--- src/rtl/serial_add_ctrl.sv ---
// Bit-serial add/subtract sequencer. It drives one external combinational full-adder
// cell one bit per clock, LSB first, and collects the sum and final carry.
module serial_add_ctrl #(
    parameter  int WIDTH = 8,
    localparam int CNT_W = $clog2(WIDTH + 1)
) (
    input  logic             clk,
    input  logic             rst_n,
    input  logic             in_valid,
    output logic             in_ready,
    input  logic [WIDTH-1:0] in_a,
    input  logic [WIDTH-1:0] in_b,
    input  logic             in_sub,
    output logic             fa_i0,
    output logic             fa_i1,
    output logic             fa_ci,
    input  logic             fa_s,
    input  logic             fa_co,
    output logic             out_valid,
    input  logic             out_ready,
    output logic [WIDTH-1:0] out_sum,
    output logic             out_co,
    output logic             busy
);

    typedef enum logic [1:0] {
        IDLE = 2'd0,
        RUN  = 2'd1,
        DONE = 2'd2
    } state_t;

    state_t             state_reg, state_next;
    logic [WIDTH-1:0]   sh_a_reg, sh_b_reg, res_reg, sum_reg;
    logic               carry_reg, co_reg;
    logic [CNT_W-1:0]   count_reg;
    logic [WIDTH-1:0]   b_load;
    logic               last_bit;
    logic               accept;

    // Subtraction is A + ~B + 1: B is inverted at load and the carry flop is seeded with 1.
    genvar gi;
    generate
        for (gi = 0; gi < WIDTH; gi++) begin : g_binv
            assign b_load[gi] = in_b[gi] ^ in_sub;
        end
    endgenerate

    assign last_bit = (count_reg == CNT_W'(WIDTH - 1));
    assign accept   = in_valid && in_ready;
    assign out_sum  = sum_reg;
    assign out_co   = co_reg;

    always_comb begin
        state_next = state_reg;
        in_ready   = 1'b0;
        out_valid  = 1'b0;
        busy       = 1'b0;
        fa_i0      = 1'b0;
        fa_i1      = 1'b0;
        fa_ci      = 1'b0;
        case (state_reg)
            IDLE: begin
                in_ready = 1'b1;
                if (in_valid) state_next = RUN;
            end
            RUN: begin
                busy  = 1'b1;
                fa_i0 = sh_a_reg[0];
                fa_i1 = sh_b_reg[0];
                fa_ci = carry_reg;
                if (last_bit) state_next = DONE;
            end
            DONE: begin
                busy      = 1'b1;
                out_valid = 1'b1;
                if (out_ready) state_next = IDLE;
            end
            default: state_next = IDLE;
        endcase
    end

    always_ff @(posedge clk or negedge rst_n) begin
        if (!rst_n) state_reg <= IDLE;
        else        state_reg <= state_next;
    end

    // fa_s/fa_co are only looked at in RUN, so unknowns on them elsewhere never reach a flop.
    always_ff @(posedge clk or negedge rst_n) begin
        if (!rst_n) begin
            sh_a_reg  <= '0;
            sh_b_reg  <= '0;
            res_reg   <= '0;
            sum_reg   <= '0;
            carry_reg <= 1'b0;
            co_reg    <= 1'b0;
            count_reg <= '0;
        end else begin
            case (state_reg)
                IDLE: begin
                    if (accept) begin
                        sh_a_reg  <= in_a;
                        sh_b_reg  <= b_load;
                        carry_reg <= in_sub;
                        count_reg <= '0;
                    end
                end
                RUN: begin
                    sh_a_reg  <= sh_a_reg >> 1;
                    sh_b_reg  <= sh_b_reg >> 1;
                    res_reg   <= {fa_s, res_reg[WIDTH-1:1]};
                    carry_reg <= fa_co;
                    count_reg <= count_reg + CNT_W'(1);
                    // Published result changes only on the final bit of the next command.
                    if (last_bit) begin
                        sum_reg <= {fa_s, res_reg[WIDTH-1:1]};
                        co_reg  <= fa_co;
                    end
                end
                default: ;
            endcase
        end
    end

endmodule

--- config.mk ---
export PLATFORM = sky130hd
export DESIGN_NAME = serial_add_ctrl
export DESIGN_NICKNAME = d
export VERILOG_FILES = /design/src/rtl/serial_add_ctrl.sv
export SDC_FILE = /design/constraint.sdc
export NUM_CORES = 1
export LEC_CHECK = 0
export BUFFER_PORTS_ARGS = -buffer_cell sky130_fd_sc_hd__buf_2
export CAP_MARGIN = 20
export CELL_PAD_IN_SITES_DETAIL_PLACEMENT = 1
export CELL_PAD_IN_SITES_GLOBAL_PLACEMENT = 2
export CORE_MARGIN = 1.5
export CORE_UTILIZATION = 38
export DETAILED_ROUTE_END_ITERATION = 12
export PLACE_DENSITY = 0.91
export SKIP_LAST_GASP = 1
export SYNTH_ARGS = -nofsm -noshare
export SYNTH_HDL_FRONTEND = slang
export SYNTH_SLANG_ARGS = --single-unit
--- constraint.sdc ---
create_clock -name clk -period 4.6 [get_ports clk]
set_input_delay 0.46 -clock clk [delete_from_list [all_inputs] [get_ports clk]]
set_output_delay 0.46 -clock clk [all_outputs]
set_load 0.05 [all_outputs]
[Yosys cells after proc, flatten, opt, wreduce, memory -nomap -nowiden]
Cells that the tools add are included.
Word-level totals
  bits in read-only memories: 0
  latch bits: 0
  memories kept: 0
  RAM bits: 0
  input bits: 23
  logic and storage cells: 49
  register bits: 40
Cells by class
  magnitude comparators: 0
  multiplexer cells: 18
  reduce and logical (&&, ||, !) cells: 7
  divide/modulo/power cells: 0
  multiply operators: 0
  bitwise logic cells: 8
  $add $sub $neg: 1
  equality and inequality tests: 7
  shift-type cells: 0
Operators by type and width (count)
  8-bit one-hot mux with 2 select lines: 2
  8-bit two-way mux: 2
  2-bit inequality test (second input constant): 4
  4-bit one-hot mux with 2 select lines: 1
  1-bit bitwise XOR: 8
  1-bit two-way mux: 7
  2-bit two-way mux: 3
  2-bit one-hot mux with 3 select lines: 1
  4-bit by 1-bit adder with 4-bit output (second input constant): 1
  4-bit by 3-bit == test with 1-bit output (second input constant): 1
  4-bit two-way mux: 1
  2-bit AND reduction: 2
  3-bit AND reduction: 1
  2-bit by 1-bit == test with 1-bit output (second input constant): 1
  2-bit == test (second input constant): 1
  2-bit logical NOT: 1
  1-bit one-hot mux with 2 select lines: 1
  2-bit nonzero test: 1
  2-bit OR reduction: 1
  1-bit logical AND: 1

[Depth between registers and ports, before layout]
Gate-level depths: netlist of the first run.
  depth in word-level cells: 5
  mapped depth: 8
  depth with buffers taken out: 5

[Least setup slack after synthesis of the first run]
OpenSTA, ideal clock, no wires.
  path type: reg2out
  start point: reg state_reg[1]
  end point: out fa_ci
  setup slack: 2.717 ns
  buffers on the path: 2
  cell stages (with the launch flop): 6
  arrival time: 1.423 ns
  cell sequence: dfrtp_1 -> inv_1 -> ha_1 -> buf_4 -> clkbuf_1 -> and2_1
Between the ends
  cells in the longest elaborated chain, start to end: 2
Ends and longest elaborated chain
  start, declared: RTL line 32  | state_t state_reg, state_next;
  start signal, assigned: RTL line 84  | else state_reg <= state_next;
  2-bit by 1-bit == test with 1-bit output: RTL line 61  | case (state_reg)
  1-bit two-way mux: RTL line 61
  end, declared: RTL line 16  | output logic fa_ci,
No other way between the ends.

[Worst setup path in the final report of the first run]
  start point: reg state_reg[1]
  end point: out fa_i1
Between the ends
  cells in the longest elaborated chain, start to end: 2
Ends and longest elaborated chain
  2-bit by 1-bit == test with 1-bit output: RTL line 61
  1-bit two-way mux: RTL line 61
  end, declared: RTL line 15  | output logic fa_i1,
No other way between the ends.

==> metrics.md, run 1 <==
| Metric | Value |
|---|---|
| Outcome | `finished clean` |
| Final period utilization | `0.558` |
| Synthesized instance count | `154` |
| Fraction of layout cells with a size suffix above 1 | `0.342` |
| Initial antenna violation count | `0` |
| Syn Nets | `181` |
| Hold Fails Final Rpt | `0` |
| Slew @ Worst Pin | `0.927 ns` |
| Ant. Diodes | `0` |
| RSZ-0062 raised after global routing | `no` |
| Via count | `1245` |
| Post-Synth Simple-Gate Area | `0.108` |
| Clock period minus worst slack | `2.57 ns` |
| Via/cell ratio | `5.10` |
| Synth Area in Compound Gates | `0.0659` |
| Vias in the first global route | `1363` |
| Crit end category | `output pin` |
| Worst path top cell family by delay | `adder cells` |
| Worst slew margin | `0.369` |
| Starting density of the core | `0.391` |
| Initial DRC Count | `70` |
| Setup slack, reg-to-reg | `2.05 ns` |
| Multi-input gate area | `803 sq um` |
| Die Height | `72.2 microns` |
| Rows | `25` |
| Xor-xnor portion of the synthesized cell area | `0.0385` |
| EDFF count, synth | `0` |
| Final worst slack | `2.03 ns` |
| Crit-path cells | `inv_1 -> ha_2 -> and2_1 -> buf_2` |
| Largest family of logic cells by synthesized area | `multiplexers` |
| Fillcell total | `516` |
| Syn. warnings | `0` |
| Met2 routed wirelength | `1.80 mm` |
| Reg2reg start | `state_reg[1]` |
| Final antenna-violating net count | `0` |
| Yosys top cell area share | `0.536` |
| Final WL | `3.62 mm` |
| Drt pass-1 iters | `4` |
| Pin count of the biggest net entering global routing | `40` |
| CTS resizes | `0` |
| Crit path from | `state_reg[1]` |
| Adder-Cell Fraction of Synth Area | `0.0275` |
| Layout area overhead | `16.8%` |
| Most frequent cells in the layout | `dfrtp_1 (39), buf_2 (37), nand2_1 (21)` |
| Port Buf Inserts | `37` |
| #FFs+latches synth | `39` |
| Worst-path clk slew | `0.09 ns` |
| Max Cap Viol | `0` |
| Global-route wire length before repair | `6.32 mm` |
| Pre-CTS setup slack | `2.07 ns` |
| Fin Setup TNS | `0 ns` |
| Number of H-tree levels | `2` |
| Detailed Place HPWL | `2.53 mm` |
| Overflow after GRT | `0` |
| Critical path launch point type | `flop` |
| Residual DRC | `0` |
| Total track usage | `0.157` |
| Nets | `216` |
| Post-synthesis mux area share | `0.193` |
| CTS sink cnt | `39` |
| Data arrival time of the critical path | `2.11 ns` |
| R2R depth | `5` |
| # IOs | `38` |
| Root Buffer | `clkbuf_8` |
| Synth area leader | `dfrtp_1` |
| Postcts setup bufs | `0` |
| Hold WC Path Type | `primary input to async pin` |
| Highest metal used | `met4` |
| Max Slew Vio Count | `0` |
| Mean Syn Cell Area | `11.8 sq um` |
| Routed len/inst | `14.8 microns` |
| Crit path to | `fa_i1` |
| Ys flop type | `dfrtp_1` |
| Static leakage | `1.04 nW` |
| Total CTS buffers | `5` |
| Maximum fanout along the worst path | `37` |
| Unique masters post-synth | `26` |
| Crit path depth | `4` |
| Clk Latency, worst-skew pair | `0.30 ns` |
| Worst vdd ir | `0.258 mV` |
| Met3 routed WL | `191 microns` |
| FF-to-FF End | `count_reg[3]` |
| Core area | `0.00466 sq mm` |
| GP Congestion | `0.702` |
| Sequential area share after synthesis | `0.536` |
| Post-synth ARST share | `1.00` |
| Clk_skew | `0.00855 ns` |
| Power Dens Cells | `755 mW/mm^2` |
| Most common cell after layout, fill and taps aside | `dfrtp_1` |
| Setup violators final | `0` |
| Post-synthesis cell area | `0.00182 sq mm` |
| Die Width | `72.2 microns` |
| CTS tree | `built` |
| Met1 WL | `1.58 mm` |
| FF+latch area | `976 sq um` |
| Area contributors post-synth | `dfrtp_1 (54%), mux2_2 (11%), mux2i_1 (8.8%)` |
| Final core utilization | `0.457` |
| Worst Setup Path Type | `flop to output pin` |
| Buf/Inv on CP | `2` |
| Longest Clk Path Bufs | `2` |
| Critical Path RT | `4.14 ns` |
| CP max stage cell | `ha_2` |
| Die ar. | `0.00522 sq mm` |
| CP max stage delay | `0.81 ns` |
| Fmax | `390 MHz` |
| Overall Power | `0.00161 W` |
| Cts hold-fix bufs | `0` |
-- report_power, final --
part | internal, W | leakage [nW] | switching, W
sequential | 0.000506 | 0.489 | 0.0000925
combinational | 0.000283 | 0.510 | 0.000495
clock | 0.000106 | 0.0402 | 0.000126
total | 0.000894 | 1.04 | 0.000713
-- how the worst min path moves through the flow --
stage / cells past startpoint / endpoint / start
2_1_floorplan: 0 / carry_reg / rst_n
3_3_place_gp: 2 / sh_b_reg[0] / sh_b_reg[0]
3_5_place_dp: 2 / sh_a_reg[0] / sh_a_reg[0]
4_1_cts: 1 / out_sum[2] / rst_n
5_1_grt: 1 / out_sum[1] / rst_n
6_report: 1 / out_sum[1] / rst_n
-- cell families (layout without fill, tap and decap cells) --
group | count (synthesis) | in the layout
flip-flops | 39 | 39
AND/OR/NAND/NOR | 38 | 38
multiplexers | 33 | 33
AO/OA/AOI/OAI | 21 | 21
buffers and inverters | 11 | 47
XOR/XNOR | 8 | 8
adder cells (fa/ha/maj) | 4 | 4
-- layout make-up --
type,instances,share of cell area
sequential,39,0.459
multi-input combinational,104,0.377
timing repair buffer,37,0.0870
clock buffer,5,0.0323
tap,54,0.0317
clock inverter,3,0.00941
inverter,2,0.00353
-- metrics by stage --
stage	hold slack (ns)	area (sq um)	instances
floorplan	0.164	1820	154
global placement	0.458	2040	236
detailed placement	0.473	2040	236
CTS	0.309	2130	244
global route	0.330	2130	244
finish	0.268	2130	244
-- cell usage after synthesis (all sizes together) (3+ instances only) --
| library cell | number |
|---|---|
| and2 | 3 |
| o21ai | 17 |
| buf | 6 |
| nand2 | 21 |
| xor2 | 7 |
| nand3 | 4 |
| mux2 | 17 |
| clkbuf | 3 |
| ha | 4 |
| dfrtp | 39 |
| mux2i | 16 |
-- per-layer routing --
metal	track usage	vias to the layer above
met3	0.0528	8
met5	0	-
li1	-	599
met1	0.185	603
met4	0.0566	0
met2	0.267	35
Note: power is estimated with default switching activity, not from simulation.
==> run 2: changes to the inputs <==
Settings changed: CORE_UTILIZATION 38 to 31, PLACE_DENSITY 0.91 to 0.8.
Clock period 4.6 ns to 2.05 ns, I/O delays scaled along.
==> metrics.md, run 2 (synthesized netlist as in run 1, its figures left out) <==
| Metric | Value |
|---|---|
| FF-to-FF End | `out_co` |
| Setup slack, reg-to-reg | `0.25 ns` |
| Final WL | `3.54 mm` |
| Longest Clk Path Bufs | `2` |
| Nets | `222` |
| Drt pass-1 iters | `4` |
| # IOs | `38` |
| Detailed Place HPWL | `2.55 mm` |
| Worst slew margin | `0.740` |
| Rows | `27` |
| CTS resizes | `0` |
| Slew @ Worst Pin | `0.388 ns` |
| Die Height | `79.7 microns` |
| Via count | `1247` |
| Die ar. | `0.00635 sq mm` |
| Worst vdd ir | `0.552 mV` |
| Crit path to | `fa_i1` |
| CP max stage cell | `ha_2` |
| Most common cell after layout, fill and taps aside | `dfrtp_1` |
| Postcts setup bufs | `0` |
| Power Dens Cells | `1700 mW/mm^2` |
| Die Width | `79.7 microns` |
| Initial antenna violation count | `0` |
| Hold WC Path Type | `primary input to flop` |
| Hold Fails Final Rpt | `0` |
| R2R depth | `4` |
| Final period utilization | `0.902` |
| Global-route wire length before repair | `6.31 mm` |
| Fillcell total | `640` |
| Crit end category | `output pin` |
| Layout area overhead | `22.8%` |
| Total track usage | `0.129` |
| Total CTS buffers | `5` |
| Data arrival time of the critical path | `1.64 ns` |
| Reg2reg start | `state_reg[1]` |
| Crit path from | `state_reg[1]` |
| Multi-input gate area | `803 sq um` |
| CTS sink cnt | `39` |
| Hold path cells | `2` |
| Buf/Inv on CP | `2` |
| Overflow after GRT | `0` |
| Pin count of the biggest net entering global routing | `40` |
| Outcome | `finished clean` |
| Cts hold-fix bufs | `1` |
| Final Instance Area | `0.00224 sq mm` |
| Starting density of the core | `0.327` |
| Setup violators final | `0` |
| RSZ-0062 raised after global routing | `no` |
| Clk_skew | `0.00792 ns` |
| CTS tree | `built` |
| Maximum fanout along the worst path | `15` |
| Static leakage | `1.09 nW` |
| Worst-path clk slew | `0.08 ns` |
| Area after DPL | `0.00211 sq mm` |
| Port Buf Inserts | `37` |
| FF+latch area | `976 sq um` |
| Clk Latency, worst-skew pair | `0.29 ns` |
| Worst Setup Path Type | `flop to output pin` |
| Residual DRC | `0` |
| Number of H-tree levels | `2` |
| Fmax | `541 MHz` |
| Final antenna-violating net count | `0` |
| Clock period minus worst slack | `1.85 ns` |
| Critical path launch point type | `flop` |
| Crit-path cells | `inv_1 -> ha_2 -> and2_1 -> buf_2` |
| Core area | `0.00557 sq mm` |
| Max Slew Vio Count | `0` |
| Vias in the first global route | `1346` |
| Initial DRC Count | `26` |
| Worst path top cell family by delay | `adder cells` |
| Crit path depth | `4` |
| Ant. Diodes | `0` |
| Via/cell ratio | `4.65` |
| Fin Setup TNS | `0 ns` |
| GP Congestion | `0.694` |
| Fraction of layout cells with a size suffix above 1 | `0.357` |
| Routed len/inst | `13.2 microns` |
| Critical Path RT | `1.85 ns` |
| Root Buffer | `clkbuf_8` |
| CP max stage delay | `0.41 ns` |
| Most frequent cells in the layout | `dfrtp_1 (39), buf_2 (37), nand2_1 (21)` |
| Max Cap Viol | `0` |
[run 2: power by group]
| group | internal, W | switching (W) |
|---|---|---|
| Clock | 0.000367 | 0.000284 |
| Combinational | 0.000689 | 0.00112 |
| Sequential | 0.00113 | 0.000208 |
[run 2: layout make-up]
cell class,instances,area share
tap,72,0.0403
sequential,39,0.436
inverter,2,0.00336
multi-input combinational,104,0.359
timing repair buffer,43,0.110
clock buffer,5,0.0308
clock inverter,3,0.0207
[run 2: worst min path at each step]
stage                       end  start  slack [ns]
floorplan             carry_reg  rst_n       -0.09
global placement    sh_a_reg[6]  rst_n        0.19
detailed placement  sh_a_reg[6]  rst_n        0.19
CTS                  out_sum[7]   fa_s        0.15
global route         res_reg[7]   fa_s        0.16
finish               out_sum[7]   fa_s        0.15
[run 2: per-stage QoR]
step / setup slack, ns / hold WS (ns) / power, W / utilization / std cells
floorplan: 0.238 / -0.0906 / 0.00276 / - / 154
global placement: 0.290 / 0.191 / 0.00314 / 0.379 / 259
detailed placement: 0.230 / 0.193 / 0.00320 / 0.379 / 259
CTS: 0.172 / 0.147 / 0.00387 / 0.401 / 268
global route: 0.102 / 0.164 / 0.00410 / 0.401 / 268
finish: 0.201 / 0.154 / 0.00380 / 0.401 / 268
[run 2: layer usage]
metal | share of wire | up-vias | GRT usage
li1 | - | 612 | -
met4 | 0.0096 | 0 | 0.0263
met1 | 0.46 | 601 | 0.160
met3 | 0.046 | 6 | 0.0377
met2 | 0.49 | 28 | 0.223
met5 | 0 | - | 0
==> run 3: changes to the inputs <==
Settings changed: RECOVER_POWER from default to 25.
==> metrics.md, run 3 (synthesized netlist as in run 1, its figures left out) <==
| Metric | Value |
|---|---|
| Worst slew margin | `0.359` |
| Core area | `0.00557 sq mm` |
| Most frequent cells in the layout | `dfrtp_1 (39), buf_2 (37), nand2_1 (21)` |
| Clk Latency, worst-skew pair | `0.29 ns` |
| Hold Path End | `out_sum[7]` |
| Clock period minus worst slack | `1.85 ns` |
| Worst-path clk slew | `0.08 ns` |
| CP max stage cell | `ha_2` |
| Overflow after GRT | `0` |
| CTS sink cnt | `39` |
| Max Cap Viol | `0` |
| RSZ-0062 raised after global routing | `no` |
| Die Height | `79.7 microns` |
| Clock power frac | `0.171` |
| Layout area overhead | `22.0%` |
| Final WL | `3.54 mm` |
| Final period utilization | `0.902` |
| Final antenna-violating net count | `0` |
| CP max stage delay | `0.41 ns` |
| Max Slew Vio Count | `0` |
| Crit-path cells | `inv_1 -> ha_2 -> and2_1 -> buf_2` |
| Setup slack, reg-to-reg | `0.25 ns` |
| Die ar. | `0.00635 sq mm` |
| Vias in the first global route | `1346` |
| Initial antenna violation count | `0` |
| Via/cell ratio | `4.65` |
| Most common cell after layout, fill and taps aside | `dfrtp_1` |
| Rows | `27` |
| Detailed Place HPWL | `2.55 mm` |
| Hold path cells | `2` |
| Sw frac | `0.424` |
| Number of H-tree levels | `2` |
| Reg2reg start | `state_reg[1]` |
| Logic pwr share | `0.475` |
| Final worst slack | `0.201 ns` |
| Fin Setup TNS | `0 ns` |
| Internal | `0.00219 W` |
| Power share of the sequential group | `0.354` |
| Pre-CTS setup slack | `0.230 ns` |
| Data arrival time of the critical path | `1.64 ns` |
| Outcome | `finished clean` |
| Total CTS buffers | `5` |
| Power Dens Cells | `1710 mW/mm^2` |
| Postcts setup bufs | `0` |
| R2R depth | `4` |
| Static leakage | `1.08 nW` |
| Hold_sp | `fa_s` |
| Ant. Diodes | `0` |
| Hold Fails Final Rpt | `0` |
| Critical Path RT | `1.85 ns` |
| # IOs | `38` |
| Fraction of layout cells with a size suffix above 1 | `0.357` |
| FF-to-FF End | `out_co` |
| GP Congestion | `0.694` |
| Worst vdd ir | `0.551 mV` |
| Slew @ Worst Pin | `0.962 ns` |
| Drt pass-1 iters | `4` |
| Nets | `222` |
| Residual DRC | `0` |
| CTS resizes | `0` |
| Crit end category | `output pin` |
| Setup violators final | `0` |
| Net Sw Power | `0.00161 W` |
| Starting density of the core | `0.327` |
| Initial DRC Count | `26` |
| Total track usage | `0.129` |
| Pin count of the biggest net entering global routing | `40` |
| Routed len/inst | `13.2 microns` |
| Clk_skew | `0.00792 ns` |
| Fmax | `541 MHz` |
| CTS tree | `built` |
| Via count | `1247` |
| Critical path launch point type | `flop` |
| Worst Setup Path Type | `flop to output pin` |
| Hold WC Path Type | `primary input to flop` |
| Crit path from | `state_reg[1]` |
| Longest Clk Path Bufs | `2` |
| Die Width | `79.7 microns` |
| Port Buf Inserts | `37` |
| Root Buffer | `clkbuf_8` |
| Global-route wire length before repair | `6.31 mm` |
| Maximum fanout along the worst path | `15` |
[run 3: metal layers]
layer,part of all wire,global-route usage,vias up
met2,0.49,0.223,28
li1,-,-,612
met5,0,0,-
met4,0.0096,0.0263,0
met3,0.046,0.0377,6
met1,0.46,0.160,601
[run 3: how the worst max path moves through the flow]
stage | end | slack [ns] | cells after the start
2_1_floorplan | sh_b_reg[7] | 0.24 | 7
3_3_place_gp | out_sum[4] | 0.29 | 4
3_5_place_dp | out_sum[4] | 0.23 | 4
4_1_cts | fa_i1 | 0.17 | 4
5_1_grt | fa_i1 | 0.10 | 4
6_report | fa_i1 | 0.20 | 4
[run 3: stage by stage]
stage	util	power (W)	hold WS [ns]	cell area [sq um]	instances
global route	0.399	0.00410	0.164	2220	268
floorplan	-	0.00276	-0.0906	1820	154
detailed placement	0.379	0.00320	0.193	2110	259
finish	0.399	0.00379	0.154	2220	268
global placement	0.379	0.00314	0.191	2110	259
CTS	0.401	0.00387	0.147	2240	268
[run 3: layout make-up]
cell class	count	area [sq um]
clock buffer	5	68.8
clock inverter	3	46.3
fill	641	3350
inverter	2	7.51
multi-input combinational	104	803
sequential	39	976
tap	72	90.1
timing repair buffer	43	230
[run 3: what timing repair did]
item                                    4_1_cts  5_1_grt
hold buffers                                  1        0
endpoints found under the setup margin        0        0
endpoints found under the hold margin        39        0
[run 3: power by group through the flow]
stage	Clock, W	Sequential [W]	Combinational [W]
finish	0.000651	0.00134	0.00180
CTS	0.000678	0.00135	0.00185
floorplan	0	0.00158	0.00118
global route	0.000715	0.00140	0.00198
global placement	0	0.00135	0.00179
detailed placement	0	0.00136	0.00183
[run 3: worst max-delay path, delay by kind of cell (launching register included)]
kind          cells  cell delay (ns)
fa+ha+maj         1             0.41
flops             1             0.40
buf+inv           2             0.35
simple gates      1             0.19
